**config.mk**
```make
export PLATFORM = sky130hd
export DESIGN_NAME = tl_source_shrinker
export DESIGN_NICKNAME = d
export VERILOG_FILES = /design/src/rtl/tl_source_shrinker_pkg.sv /design/src/rtl/tl_burst_tracker.sv /design/src/rtl/tl_source_shrinker.sv
export SDC_FILE = /design/constraint.sdc
export NUM_CORES = 1
export LEC_CHECK = 0
export CORE_AREA = 4 4 387 389
export CTS_CLUSTER_DIAMETER = 60
export DETAILED_ROUTE_END_ITERATION = 8
export DIE_AREA = 0 0 391 393
export PLACE_DENSITY = 0.3
export SLEW_MARGIN = 10
export SYNTH_ARGS = -nofsm -noshare
export SYNTH_HDL_FRONTEND = slang
export SYNTH_SLANG_ARGS = --single-unit
```
**constraint.sdc**
```tcl
create_clock -name clk_i -period 4.2 [get_ports clk_i]
set_input_delay 0.84 -clock clk_i [delete_from_list [all_inputs] [get_ports clk_i]]
set_output_delay 0.84 -clock clk_i [all_outputs]
set_load 0.02 [all_outputs]
```
**src/rtl/tl_source_shrinker_pkg.sv**
```systemverilog
// Shared TileLink opcode encodings and payload layout helpers for the source shrinker.
// Payloads are flat vectors, MSB first: opcode, param, size, ..., corrupt, source.
`default_nettype none

package tl_source_shrinker_pkg;

  typedef enum logic [2:0] {
    PutFullData    = 3'd0,
    PutPartialData = 3'd1,
    ArithmeticData = 3'd2,
    LogicalData    = 3'd3,
    Get            = 3'd4,
    Intent         = 3'd5
  } tl_a_op_e;

  typedef enum logic [2:0] {
    AccessAck     = 3'd0,
    AccessAckData = 3'd1,
    HintAck       = 3'd2,
    Grant         = 3'd4,
    GrantData     = 3'd5,
    ReleaseAck    = 3'd6
  } tl_d_op_e;

  function automatic int size_width(input int max_size);
    return $clog2(max_size + 1);
  endfunction

  // opcode, param(3), size, address, mask, data, corrupt
  function automatic int a_fields_width(input int aw, input int dw, input int szw);
    return 3 + 3 + szw + aw + dw / 8 + dw + 1;
  endfunction

  // opcode, param(2), size, address, mask, data, corrupt
  function automatic int b_fields_width(input int aw, input int dw, input int szw);
    return 3 + 2 + szw + aw + dw / 8 + dw + 1;
  endfunction

  // opcode, param(3), size, address, data, corrupt
  function automatic int c_fields_width(input int aw, input int dw, input int szw);
    return 3 + 3 + szw + aw + dw + 1;
  endfunction

  // opcode, param(2), size, sink, denied, data, corrupt
  function automatic int d_fields_width(input int skw, input int dw, input int szw);
    return 3 + 2 + szw + skw + 1 + dw + 1;
  endfunction

  function automatic logic a_has_data(input logic [2:0] op);
    return op < 3'd4;
  endfunction

  function automatic logic d_has_data(input logic [2:0] op);
    return (op == AccessAckData) || (op == GrantData);
  endfunction

endpackage

`default_nettype wire

```
**src/rtl/tl_burst_tracker.sv**
```systemverilog
// Beat counters for the A (request) and D (grant) channels of one TileLink link.
// A message's beat count comes from its opcode and size on the first beat.
`default_nettype none

module tl_burst_tracker
  import tl_source_shrinker_pkg::*;
#(
  parameter int DataWidth = 64,
  parameter int MaxSize   = 6,
  parameter int SizeWidth = 3
) (
  input  logic                 clk_i,
  input  logic                 rst_ni,
  input  logic                 a_fire_i,
  input  logic [2:0]           a_opcode_i,
  input  logic [SizeWidth-1:0] a_size_i,
  input  logic                 d_fire_i,
  input  logic [2:0]           d_opcode_i,
  input  logic [SizeWidth-1:0] d_size_i,
  output logic                 req_first_o,
  output logic                 req_last_o,
  output logic                 gnt_last_o
);

  localparam int BeatShift = $clog2(DataWidth / 8);
  localparam int CntWidth  = MaxSize + 1;

  function automatic logic [CntWidth-1:0] beats_m1(input logic has_data,
                                                   input logic [SizeWidth-1:0] size);
    logic [CntWidth-1:0] bytes_m1;
    bytes_m1 = (CntWidth'(1) << size) - CntWidth'(1);
    return has_data ? (bytes_m1 >> BeatShift) : '0;
  endfunction

  // Counters hold the beats still to come after the current one; zero means idle.
  logic [CntWidth-1:0] req_cnt_q, gnt_cnt_q;
  logic [CntWidth-1:0] req_len, gnt_len;
  logic                gnt_first;

  assign req_len     = beats_m1(a_has_data(a_opcode_i), a_size_i);
  assign gnt_len     = beats_m1(d_has_data(d_opcode_i), d_size_i);
  assign req_first_o = (req_cnt_q == '0);
  assign gnt_first   = (gnt_cnt_q == '0);
  assign req_last_o  = req_first_o ? (req_len == '0) : (req_cnt_q == CntWidth'(1));
  assign gnt_last_o  = gnt_first ? (gnt_len == '0) : (gnt_cnt_q == CntWidth'(1));

  always_ff @(posedge clk_i or negedge rst_ni) begin
    if (!rst_ni) begin
      req_cnt_q <= '0;
      gnt_cnt_q <= '0;
    end else begin
      if (a_fire_i) req_cnt_q <= req_first_o ? req_len : req_cnt_q - CntWidth'(1);
      if (d_fire_i) gnt_cnt_q <= gnt_first ? gnt_len : gnt_cnt_q - CntWidth'(1);
    end
  end

endmodule

`default_nettype wire

```
**src/rtl/tl_source_shrinker.sv**
```systemverilog
// Remaps wide host A-channel source IDs onto a small pool of device IDs and
// restores the original source on D responses. Back-pressures A when the pool is full.
`default_nettype none

module tl_source_shrinker
  import tl_source_shrinker_pkg::*;
#(
  parameter int AddrWidth         = 56,
  parameter int DataWidth         = 64,
  parameter int SinkWidth         = 1,
  parameter int HostSourceWidth   = 4,
  parameter int DeviceSourceWidth = 1,
  parameter int MaxSize           = 6,
  localparam int SizeWidth        = size_width(MaxSize),
  localparam int AFields          = a_fields_width(AddrWidth, DataWidth, SizeWidth),
  localparam int BFields          = b_fields_width(AddrWidth, DataWidth, SizeWidth),
  localparam int CFields          = c_fields_width(AddrWidth, DataWidth, SizeWidth),
  localparam int DFields          = d_fields_width(SinkWidth, DataWidth, SizeWidth)
) (
  input  logic                                 clk_i,
  input  logic                                 rst_ni,

  input  logic                                 host_a_valid,
  output logic                                 host_a_ready,
  input  logic [AFields+HostSourceWidth-1:0]   host_a,
  output logic                                 host_b_valid,
  input  logic                                 host_b_ready,
  output logic [BFields+HostSourceWidth-1:0]   host_b,
  input  logic                                 host_c_valid,
  output logic                                 host_c_ready,
  input  logic [CFields+HostSourceWidth-1:0]   host_c,
  output logic                                 host_d_valid,
  input  logic                                 host_d_ready,
  output logic [DFields+HostSourceWidth-1:0]   host_d,
  input  logic                                 host_e_valid,
  output logic                                 host_e_ready,
  input  logic [SinkWidth-1:0]                 host_e,

  output logic                                 device_a_valid,
  input  logic                                 device_a_ready,
  output logic [AFields+DeviceSourceWidth-1:0] device_a,
  input  logic                                 device_b_valid,
  output logic                                 device_b_ready,
  input  logic [BFields+DeviceSourceWidth-1:0] device_b,
  output logic                                 device_c_valid,
  input  logic                                 device_c_ready,
  output logic [CFields+DeviceSourceWidth-1:0] device_c,
  input  logic                                 device_d_valid,
  output logic                                 device_d_ready,
  input  logic [DFields+DeviceSourceWidth-1:0] device_d,
  output logic                                 device_e_valid,
  input  logic                                 device_e_ready,
  output logic [SinkWidth-1:0]                 device_e
);

  localparam int NumId = 2 ** DeviceSourceWidth;
  localparam int AFull = AFields + HostSourceWidth;
  localparam int DFull = DFields + DeviceSourceWidth;

  if (DeviceSourceWidth >= HostSourceWidth) begin : g_param_check
    $fatal(1, "tl_source_shrinker: DeviceSourceWidth must be below HostSourceWidth");
  end

  logic [NumId-1:0]           id_valid_q;
  logic [HostSourceWidth-1:0] id_source_q [NumId];
  logic                       a_busy_q;
  logic [DeviceSourceWidth-1:0] a_id_q;

  logic                         free_found;
  logic [DeviceSourceWidth-1:0] free_id;
  logic                         a_ok, a_fire, d_fire;
  logic                         req_first, req_last, gnt_last;
  logic [DeviceSourceWidth-1:0] d_id;

  // Lowest free ID wins; scanning downward lets the last hit be the lowest index.
  always_comb begin
    free_found = 1'b0;
    free_id    = '0;
    for (int i = NumId - 1; i >= 0; i--) begin
      if (!id_valid_q[i]) begin
        free_found = 1'b1;
        free_id    = DeviceSourceWidth'(i);
      end
    end
  end

  assign a_ok           = a_busy_q | free_found;
  assign device_a_valid = host_a_valid & a_ok;
  assign host_a_ready   = device_a_ready & a_ok;
  assign device_a       = {host_a[AFull-1:HostSourceWidth], a_busy_q ? a_id_q : free_id};
  assign a_fire         = device_a_valid & device_a_ready;

  assign d_id           = device_d[DeviceSourceWidth-1:0];
  assign host_d_valid   = device_d_valid;
  assign device_d_ready = host_d_ready;
  assign host_d         = {device_d[DFull-1:DeviceSourceWidth], id_source_q[d_id]};
  assign d_fire         = device_d_valid & host_d_ready;

  tl_burst_tracker #(
    .DataWidth (DataWidth),
    .MaxSize   (MaxSize),
    .SizeWidth (SizeWidth)
  ) u_burst_tracker (
    .clk_i       (clk_i),
    .rst_ni      (rst_ni),
    .a_fire_i    (a_fire),
    .a_opcode_i  (host_a[AFull-1 -: 3]),
    .a_size_i    (host_a[AFull-7 -: SizeWidth]),
    .d_fire_i    (d_fire),
    .d_opcode_i  (device_d[DFull-1 -: 3]),
    .d_size_i    (device_d[DFull-6 -: SizeWidth]),
    .req_first_o (req_first),
    .req_last_o  (req_last),
    .gnt_last_o  (gnt_last)
  );

  // Allocation is written after the free so it wins; the two never target the same ID.
  always_ff @(posedge clk_i or negedge rst_ni) begin
    if (!rst_ni) begin
      id_valid_q <= '0;
      a_busy_q   <= 1'b0;
      a_id_q     <= '0;
    end else begin
      if (d_fire && gnt_last) id_valid_q[d_id] <= 1'b0;
      if (a_fire && !a_busy_q) begin
        id_valid_q[free_id] <= 1'b1;
        if (req_first && !req_last) begin
          a_busy_q <= 1'b1;
          a_id_q   <= free_id;
        end
      end else if (a_fire && req_last) begin
        a_busy_q <= 1'b0;
      end
    end
  end

  always_ff @(posedge clk_i) begin
    if (a_fire && !a_busy_q) id_source_q[free_id] <= host_a[HostSourceWidth-1:0];
  end

  assign host_b_valid   = 1'b0;
  assign host_b         = 'x;
  assign host_c_ready   = 1'b1;
  assign host_e_ready   = 1'b1;
  assign device_b_ready = 1'b1;
  assign device_c_valid = 1'b0;
  assign device_c       = 'x;
  assign device_e_valid = 1'b0;
  assign device_e       = 'x;

  logic unused_inputs;
  assign unused_inputs = ^{host_b_ready, host_c_valid, host_c, host_e_valid, host_e,
                           device_b_valid, device_b, device_c_ready, device_e_ready};

endmodule

`default_nettype wire

```
Yosys cells after proc, flatten, opt, wreduce, memory -nomap -nowiden
Memories as Yosys holds them, arrays and structs flattened.
Cells that the tools add are included.
{"block": "op_classes", "n_addsub": 4, "n_lt_le_gt_ge": 5, "n_eq_ne": 5, "shifts": 2, "muxes": 21, "n_bitwise": 8, "n_reduce_logical": 16}
{"op": "$logic_not A7 Y1", "n": 4}
{"op": "$eq A7 B1 Y1 const B", "n": 2}
{"op": "$mux W7", "n": 2}
{"op": "$shl A1 B3 Y7 const A", "n": 2}
{"op": "$sub A7 B1 Y7 const B", "n": 2}
{"op": "$sub A7 B2 Y7 const B", "n": 2}
{"op": "$mux W1", "n": 13}
{"op": "$mux W4", "n": 2}
{"op": "$logic_and A1 B1 Y1", "n": 6}
{"op": "$and A1 B1 Y1", "n": 4}
{"op": "$lt A1 B2 Y1 const B", "n": 2}
{"op": "$mux W2", "n": 2}
{"op": "$reduce_and A2 Y1", "n": 2}
{"op": "$eq A3 B1 Y1 const B", "n": 1}
{"op": "$eq A3 B3 Y1 const B", "n": 1}
{"op": "$lt A3 B3 Y1 const B", "n": 1}
{"op": "$and A2 B2 Y2", "n": 1}
{"op": "$demux W1 S1", "n": 2}
{"op": "$ge A1 B1 Y1 const B", "n": 2}
{"op": "$logic_not A1 Y1", "n": 2}
{"op": "$ne A2 B1 Y1 const B", "n": 1}
{"op": "$not A2 Y2", "n": 1}
{"op": "$or A2 B2 Y2", "n": 1}
{"op": "$reduce_bool A2 Y1", "n": 1}
{"op": "other kinds (2)", "n": 2}
{"block": "totals", "reg_bits": 18, "mem_bits_rw": 8, "in_bits": 503, "output_inout_bits": 501, "elab_cells": 67, "mem_count": 1}
{"name": "id_source_q", "depth": 2, "width": 4, "rd": 1, "rd_ports_with_merged_regs": 0, "wr": 1, "line_no": "tl_source_shrinker.sv:65", "rtl": "logic [HostSourceWidth-1:0] id_source_q [NumId];"}

Longest topological paths before layout
Gate-level depths: netlist of the first run.
{"block": "logic_depth", "ltp_word": 9, "depth_mapped": 6}

By module
A second synthesis of the first run with hierarchy kept.
{"block": "unflattened", "cells_unflattened": 632, "area_unflattened_um2": 5154.9}
{"mod": "tl_source_shrinker", "instances": 1, "cells_each": 534, "area_per_inst_um2": 4254.1, "seq_area_each_um2": 340.3}
{"mod": "tl_burst_tracker", "instances": 1, "cells_each": 98, "area_per_inst_um2": 900.9, "seq_area_each_um2": 350.3}

Worst setup path after synthesis of the first run
OpenSTA, ideal clock, no wires.
{"block": "synth_path", "kind": "input to output", "from": "input port device_d[0]", "to": "output port host_d[0]", "arrival_ns": 1.205, "path_slack_ns": 2.155, "cell_stages": 1, "n_path_buf": 0, "cell_sequence": "mux2_2"}
{"block": "synth_via", "elab_chain_cells": 1}
{"element": "start: declaration", "line_no": "tl_source_shrinker.sv:50", "rtl": "input logic [DFields+DeviceSourceWidth-1:0] device_d,"}
{"element": "$mem_v2 Z2 W4"}
{"element": "end: declaration", "line_no": "tl_source_shrinker.sv:34", "rtl": "output logic [DFields+HostSourceWidth-1:0] host_d,"}
Every way passes these cells.

Worst setup path in the final report of the first run
{"block": "layout_path", "from": "input port device_d[0]", "to": "output port host_d[1]"}
Same word-level chain as after synthesis.

==> results.py, run 1 <==
metrics = {
    "outcome": {
        "outcome": "complete, no violations",
    },
    "setup_path": {
        "cp.required_ns": 3.36,
        "path_common_cell": "clkdlybuf4s50_1",
        "crit_fanout": 6,
        "crit_buf_inv": 2,
        "cp.arrival_ns": 2.46,
        "path_delay_family": "buffers and inverters",
        "crit_path_cell_trace": "clkdlybuf4s50_1 > mux2_2 > clkdlybuf4s50_1",
        "cpPeakStageDelay_ns": 0.67,
        "crit_cells": 3,
        "r2r_slack_ns": 2.52,
        "cpMaxStageDelayCell": "clkdlybuf4s50_1",
        "start_kind": "input port",
        "critPathKind": "input port to primary output",
        "r2r_cells": 4,
        "end_kind": "primary output",
    },
    "cts": {
        "h-tree-depth": 1,
        "worstSkewPairLatency_ns": 0.27,
        "cts-root-buf": "clkbuf_16",
        "cts_tree": "yes",
        "cts_setup_buffers": 0,
        "clock_path_buffers": 2,
        "hold_buffers": 0,
        "clk_pin_slew_ns": 0.07,
        "ctsResizeCount": 0,
        "cts_buffers": 3,
        "clock-sinks": 26,
    },
    "timing": {
        "relSlewSlack": 0.387,
        "finalSetupViolCount": 0,
        "period_needed_ns": 3.30,
        "finalHoldViolCount": 0,
        "fin_crit_sh": 0.786,
        "fmax_mhz": 303,
        "tns_ns": 0,
        "drv_slew": 0,
        "finClkSkew_ns": 0.00525,
        "tightest_slew_ns": 0.916,
        "rsz0062_at_grt": "false",
    },
    "placement": {
        "gp_congestion": 0.617,
        "dp_hpwl_um": 22700,
        "io_buffers": 37,
    },
    "global_routing": {
        "grt_max_degree": 19,
        "grt_pass1_vias": 1745,
        "antenna_found_initial": 3,
        "grt_pass1_wl_um": 25800,
        "grt_util_all_layers": 0.0283,
        "gr-total-overflow": 0,
    },
    "pwr": {
        "power.leakage_nw": 1.66,
        "vdd_ir_drop_max_uv": 117,
        "power_density_mw_per_mm2": 243,
        "power_mw": 1.30,
    },
    "die": {
        "die_area_mm2": 0.154,
        "io_pins": 1004,
        "die_w_um": 391,
        "core_area_mm2": 0.147,
        "num_rows": 141,
        "start_util": 0.0350,
        "die_height_um": 393,
    },
    "finish": {
        "num_antenna_cells": 0,
        "syn2layout_area_growth_pct": 3.97,
        "final_nets": 959,
        "drive_gt1_frac": 0.0377,
        "layout_commonest_cell": "conb_1",
        "final_cell_mix": "279 x conb_1, 37 x clkdlybuf4s50_1, 18 x dfrtp_1",
    },
    "yosys": {
        "synth_edf_count": 8,
        "netlist.area_leader.share": 0.722,
        "synth_cell_types": 44,
        "postSynthAreaPerCell_um2": 8.15,
        "yosysSeqAreaShare": 0.135,
        "yosys-top-cells-area": "buf_4 72%, dfrtp_1 8.8%, edfxtp_1 4.7%",
        "ys_async_sr_fraction": 0.692,
        "yosys_warnings": 0,
        "syn_area_mm2": 0.00513,
        "synth_seq_cells": 26,
        "synthFlopType": "dfrtp_1",
        "synth_cells": 630,
        "yosys.area.top_type": "buf_4",
    },
    "detailed_routing": {
        "drt_iter0_drc": 40,
        "num_vias": 2236,
        "drcViolationCount": 0,
        "vias_per_cell": 0.939,
        "avgRoutedWirePerCell_um": 10.1,
        "drt_pass1_iterations": 4,
        "ant_nets": 0,
        "drt_wl_total_um": 23900,
    },
    "worst_hold_path": {
        "hold_path_class": "flop to flop",
        "min_path_cells": 1,
    },
    "job": {
        "maxCapViolCount": 0,
    },
}
[state kept, by name, summed over array words and instances (netlist names)]
signal / count
u_burst_tracker.gnt_cnt_q: 7
id_valid_q: 2
u_burst_tracker.req_cnt_q: 7
a_id_q: 1
a_busy_q: 1
id_source_q: 8
[routing by layer]
layer  vias to the layer above  part of all wire  track usage
li1                        855                 -            -
met1                       902              0.11      0.00893
met3                       105              0.37       0.0463
met2                       372              0.44       0.0450
met4                         2             0.068       0.0205
met5                         -            0.0063      0.00702
[where the power goes]
group / switching, mW / internal, mW / total, mW
registers: 0.0819 / 0.334 / 0.416
logic: 0.441 / 0.180 / 0.621
clock network: 0.0939 / 0.166 / 0.260
[area by class of cell]
cell class | instances | area, um^2
Timing Repair Buffer | 37 | 370
Fill cell | 17514 | 141000
Tap cell | 1930 | 2410
Sequential cell | 26 | 691
Clock buffer | 4 | 100
Multi-Input combinational cell | 376 | 1730
Inverter | 8 | 30.0
[worst register-to-register path: stages (launching register included)]
cell	delay, ns
dfrtp_1	0.41
inv_1	0.11
ha_1	0.35
nor4b_2	0.33
mux2_1	0.36
[worst paths after layout]
kind | startpoint | end
setup reg to reg | u_burst_tracker.req_cnt_q[0] | u_burst_tracker.req_cnt_q[4]
max in group asynchronous | rst_ni | u_burst_tracker.gnt_cnt_q[0]
setup / recovery | device_d[0] | host_d[1]
hold / removal | u_burst_tracker.gnt_cnt_q[6] | u_burst_tracker.gnt_cnt_q[6]
hold reg to reg | u_burst_tracker.gnt_cnt_q[6] | u_burst_tracker.gnt_cnt_q[6]
min in group asynchronous | rst_ni | u_burst_tracker.req_cnt_q[0]
[cells by family after synthesis]
| group | share of synthesized area |
|---|---|
| adders and majority gates | 0.00975 |
| muxes | 0.0175 |
| xor gates and xnor gates | 0.00171 |
| and+or+nand+nor | 0.0651 |
| buffers and inverters | 0.731 |
| AOI/OAI and AO/OA | 0.0395 |
| other | 0.00146 |
| DFF | 0.135 |
[cell usage after synthesis (4+ instances only)]
cell type,n
dfrtp_1,18
a21oi_1,4
inv_1,8
ha_1,4
buf_4,494
edfxtp_1,8
a31oi_1,4
mux2_1,4
o21ai_0,9
mux2_2,4
nand3_1,7
nor2_1,11
nand2_1,7
[metrics by stage]
| step | setup slack [ns] | cell area [um^2] | utilization | std cells | hold slack (ns) |
|---|---|---|---|---|---|
| 6_report | 0.898 | 5340 | 0.0364 | 2381 | 0.491 |
| 5_1_grt | 0.839 | 5340 | 0.0364 | 2381 | 0.511 |
| 4_1_cts | 0.847 | 5340 | 0.0364 | 2381 | 0.497 |
| 3_5_place_dp | 0.848 | 5240 | 0.0357 | 2377 | 0.479 |
| 3_3_place_gp | 0.850 | 5240 | 0.0357 | 2377 | 0.473 |
| 2_1_floorplan | 2.16 | 6170 | - | 907 | 0.458 |
(Power assumes the default switching activity.)
==> run 2, diff against run 1 <==
--- a/config.mk
+++ b/config.mk
@@ -5,10 +5,10 @@
 export SDC_FILE = /design/constraint.sdc
 export NUM_CORES = 1
 export LEC_CHECK = 0
-export CORE_AREA = 4 4 387 389
+export CORE_AREA = 4 4 394 396
 export CTS_CLUSTER_DIAMETER = 60
 export DETAILED_ROUTE_END_ITERATION = 8
-export DIE_AREA = 0 0 391 393
+export DIE_AREA = 0 0 398 400
 export PLACE_DENSITY = 0.3
 export SLEW_MARGIN = 10
 export SYNTH_ARGS = -nofsm -noshare
==> constraint.sdc (replaced) <==
create_clock -name clk_i -period 3.3 [get_ports clk_i]
set_input_delay 0.66 -clock clk_i [delete_from_list [all_inputs] [get_ports clk_i]]
set_output_delay 0.66 -clock clk_i [all_outputs]
set_load 0.02 [all_outputs]
==> results.py, run 2 (same netlist as run 1, synthesis figures left out) <==
metrics = {
    "finish": {
        "top_register": "id_source_q",
        "num_antenna_cells": 0,
        "stdcell_count": 2481,
        "layout_commonest_cell": "conb_1",
        "final_cell_mix": "279 x conb_1, 36 x clkdlybuf4s50_1, 18 x dfrtp_1",
        "drive_gt1_frac": 0.0399,
        "syn2layout_area_growth_pct": 6.46,
        "fill_cells": 18105,
        "largest_reg_flops": 8,
        "largestRegisters": "id_source_q x8, u_burst_tracker.gnt_cnt_q x7, u_burst_tracker.req_cnt_q x7",
        "fin_area_mm2": 0.00547,
        "final_nets": 959,
    },
    "worst_hold_path": {
        "hold_path_class": "flop to flop",
    },
    "detailed_routing": {
        "drt_wl_total_um": 22900,
        "ant_nets": 0,
        "num_vias": 2326,
        "drt_iter0_drc": 52,
        "avgRoutedWirePerCell_um": 9.21,
        "drt_pass1_iterations": 4,
        "drcViolationCount": 0,
        "vias_per_cell": 0.938,
    },
    "die": {
        "num_rows": 143,
        "core_area_mm2": 0.152,
        "io_pins": 1004,
        "die_height_um": 400,
        "die_area_mm2": 0.159,
        "start_util": 0.0339,
        "die_w_um": 398,
    },
    "cts": {
        "cts-root-buf": "clkbuf_16",
        "clock_path_buffers": 2,
        "cts_tree": "yes",
        "clock-sinks": 26,
        "worstSkewPairLatency_ns": 0.27,
        "ctsResizeCount": 0,
        "cts_setup_buffers": 0,
        "h-tree-depth": 1,
        "cts_buffers": 3,
        "hold_buffers": 0,
        "clk_pin_slew_ns": 0.07,
    },
    "placement": {
        "io_buffers": 37,
        "dp_hpwl_um": 21300,
        "gp_congestion": 0.606,
        "place_ws_ns": 0.332,
        "dp_cells": 2477,
        "placed_cell_area_mm2": 0.00536,
    },
    "timing": {
        "tns_ns": 0,
        "worst_slack_ns": 0.379,
        "finClkSkew_ns": 0.00490,
        "finalSetupViolCount": 0,
        "relSlewSlack": 0.376,
        "period_needed_ns": 2.92,
        "tightest_slew_ns": 0.933,
        "fmax_mhz": 342,
        "finalHoldViolCount": 0,
        "fin_crit_sh": 0.885,
        "rsz0062_at_grt": "false",
        "drv_slew": 0,
    },
    "setup_path": {
        "r2r_slack_ns": 1.65,
        "critPathKind": "input port to primary output",
        "r2r_start": "u_burst_tracker.req_cnt_q[2]",
        "cp.required_ns": 2.64,
        "end_kind": "primary output",
        "worstSetupEndpoint": "host_d[1]",
        "startpoint": "device_d[0]",
        "r2r-end": "u_burst_tracker.req_cnt_q[5]",
        "cp.arrival_ns": 2.26,
        "start_kind": "input port",
        "r2r_cells": 3,
        "crit_fanout": 6,
    },
    "pwr": {
        "switching_share": 0.476,
        "intPower_uw": 896,
        "vdd_ir_drop_max_uv": 171,
        "power_density_mw_per_mm2": 313,
        "p_seq_frac": 0.313,
        "power_frac_comb": 0.470,
        "switchingPower_uw": 815,
        "power.leakage_nw": 1.66,
        "power_frac_clock": 0.217,
    },
    "global_routing": {
        "grt_pass1_wl_um": 25100,
        "gr-total-overflow": 0,
        "antenna_found_initial": 3,
        "grt_util_all_layers": 0.0260,
        "grt_max_degree": 19,
        "grt_pass1_vias": 1908,
    },
    "outcome": {
        "outcome": "complete, no violations",
    },
    "job": {
        "maxCapViolCount": 0,
    },
}
[run 2: cell types whose count changed in the layout (fill, tap and decap cells not counted)]
cell | before | now
clkbuf_16 | 4 | 3
bufinv_16 | 0 | 1
buf_4 | 0 | 1
clkdlybuf4s50_1 | 37 | 36
[run 2: worst min path at each step]
stage,from,to,slack [ns],depth (start not counted)
global placement,u_burst_tracker.gnt_cnt_q[6],u_burst_tracker.gnt_cnt_q[6],0.47,1
CTS,u_burst_tracker.gnt_cnt_q[6],u_burst_tracker.gnt_cnt_q[6],0.50,1
finish,u_burst_tracker.gnt_cnt_q[6],u_burst_tracker.gnt_cnt_q[6],0.49,1
global route,u_burst_tracker.gnt_cnt_q[6],u_burst_tracker.gnt_cnt_q[6],0.52,1
detailed placement,u_burst_tracker.gnt_cnt_q[6],u_burst_tracker.gnt_cnt_q[6],0.48,1
floorplan,rst_ni,a_busy_q,0.36,0
[run 2: critical path: stages]
cell	delay, ns
clkdlybuf4s50_1	0.64
mux2_2	0.39
clkdlybuf4s50_1	0.57
[run 2: cell type report]
cell class                      instances  area, um^2  share of cell area
Tap cell                             2030        2540               0.465
Multi-Input combinational cell        376        1730               0.317
Sequential cell                        26         691               0.126
Timing Repair Buffer                   37         368              0.0673
Clock inverter                          1        30.0             0.00549
Clock buffer                            3        75.1              0.0137
Inverter                                8        30.0             0.00549
[run 2: stage by stage]
step / power [mW] / utilization / hold WS [ns]
floorplan: 1.76 / - / 0.364
global placement: 1.35 / 0.0354 / 0.471
detailed placement: 1.35 / 0.0354 / 0.479
CTS: 1.74 / 0.0361 / 0.496
global route: 1.85 / 0.0361 / 0.525
finish: 1.71 / 0.0361 / 0.489
[run 2: power by group through the flow]
stage / Combinational, mW / Clock (mW) / Sequential [mW]
3_3_place_gp: 0.808 / 0 / 0.542
4_1_cts: 0.809 / 0.391 / 0.536
3_5_place_dp: 0.808 / 0 / 0.541
6_report: 0.805 / 0.371 / 0.535
5_1_grt: 0.898 / 0.402 / 0.555
2_1_floorplan: 1.25 / 0 / 0.512
[run 2: layer usage]
layer	global-route usage	vias up	part of all wire
met5	0.00554	-	0.0049
met4	0.0229	2	0.087
met3	0.0381	123	0.34
met2	0.0426	416	0.46
met1	0.00823	935	0.11
li1	-	850	-
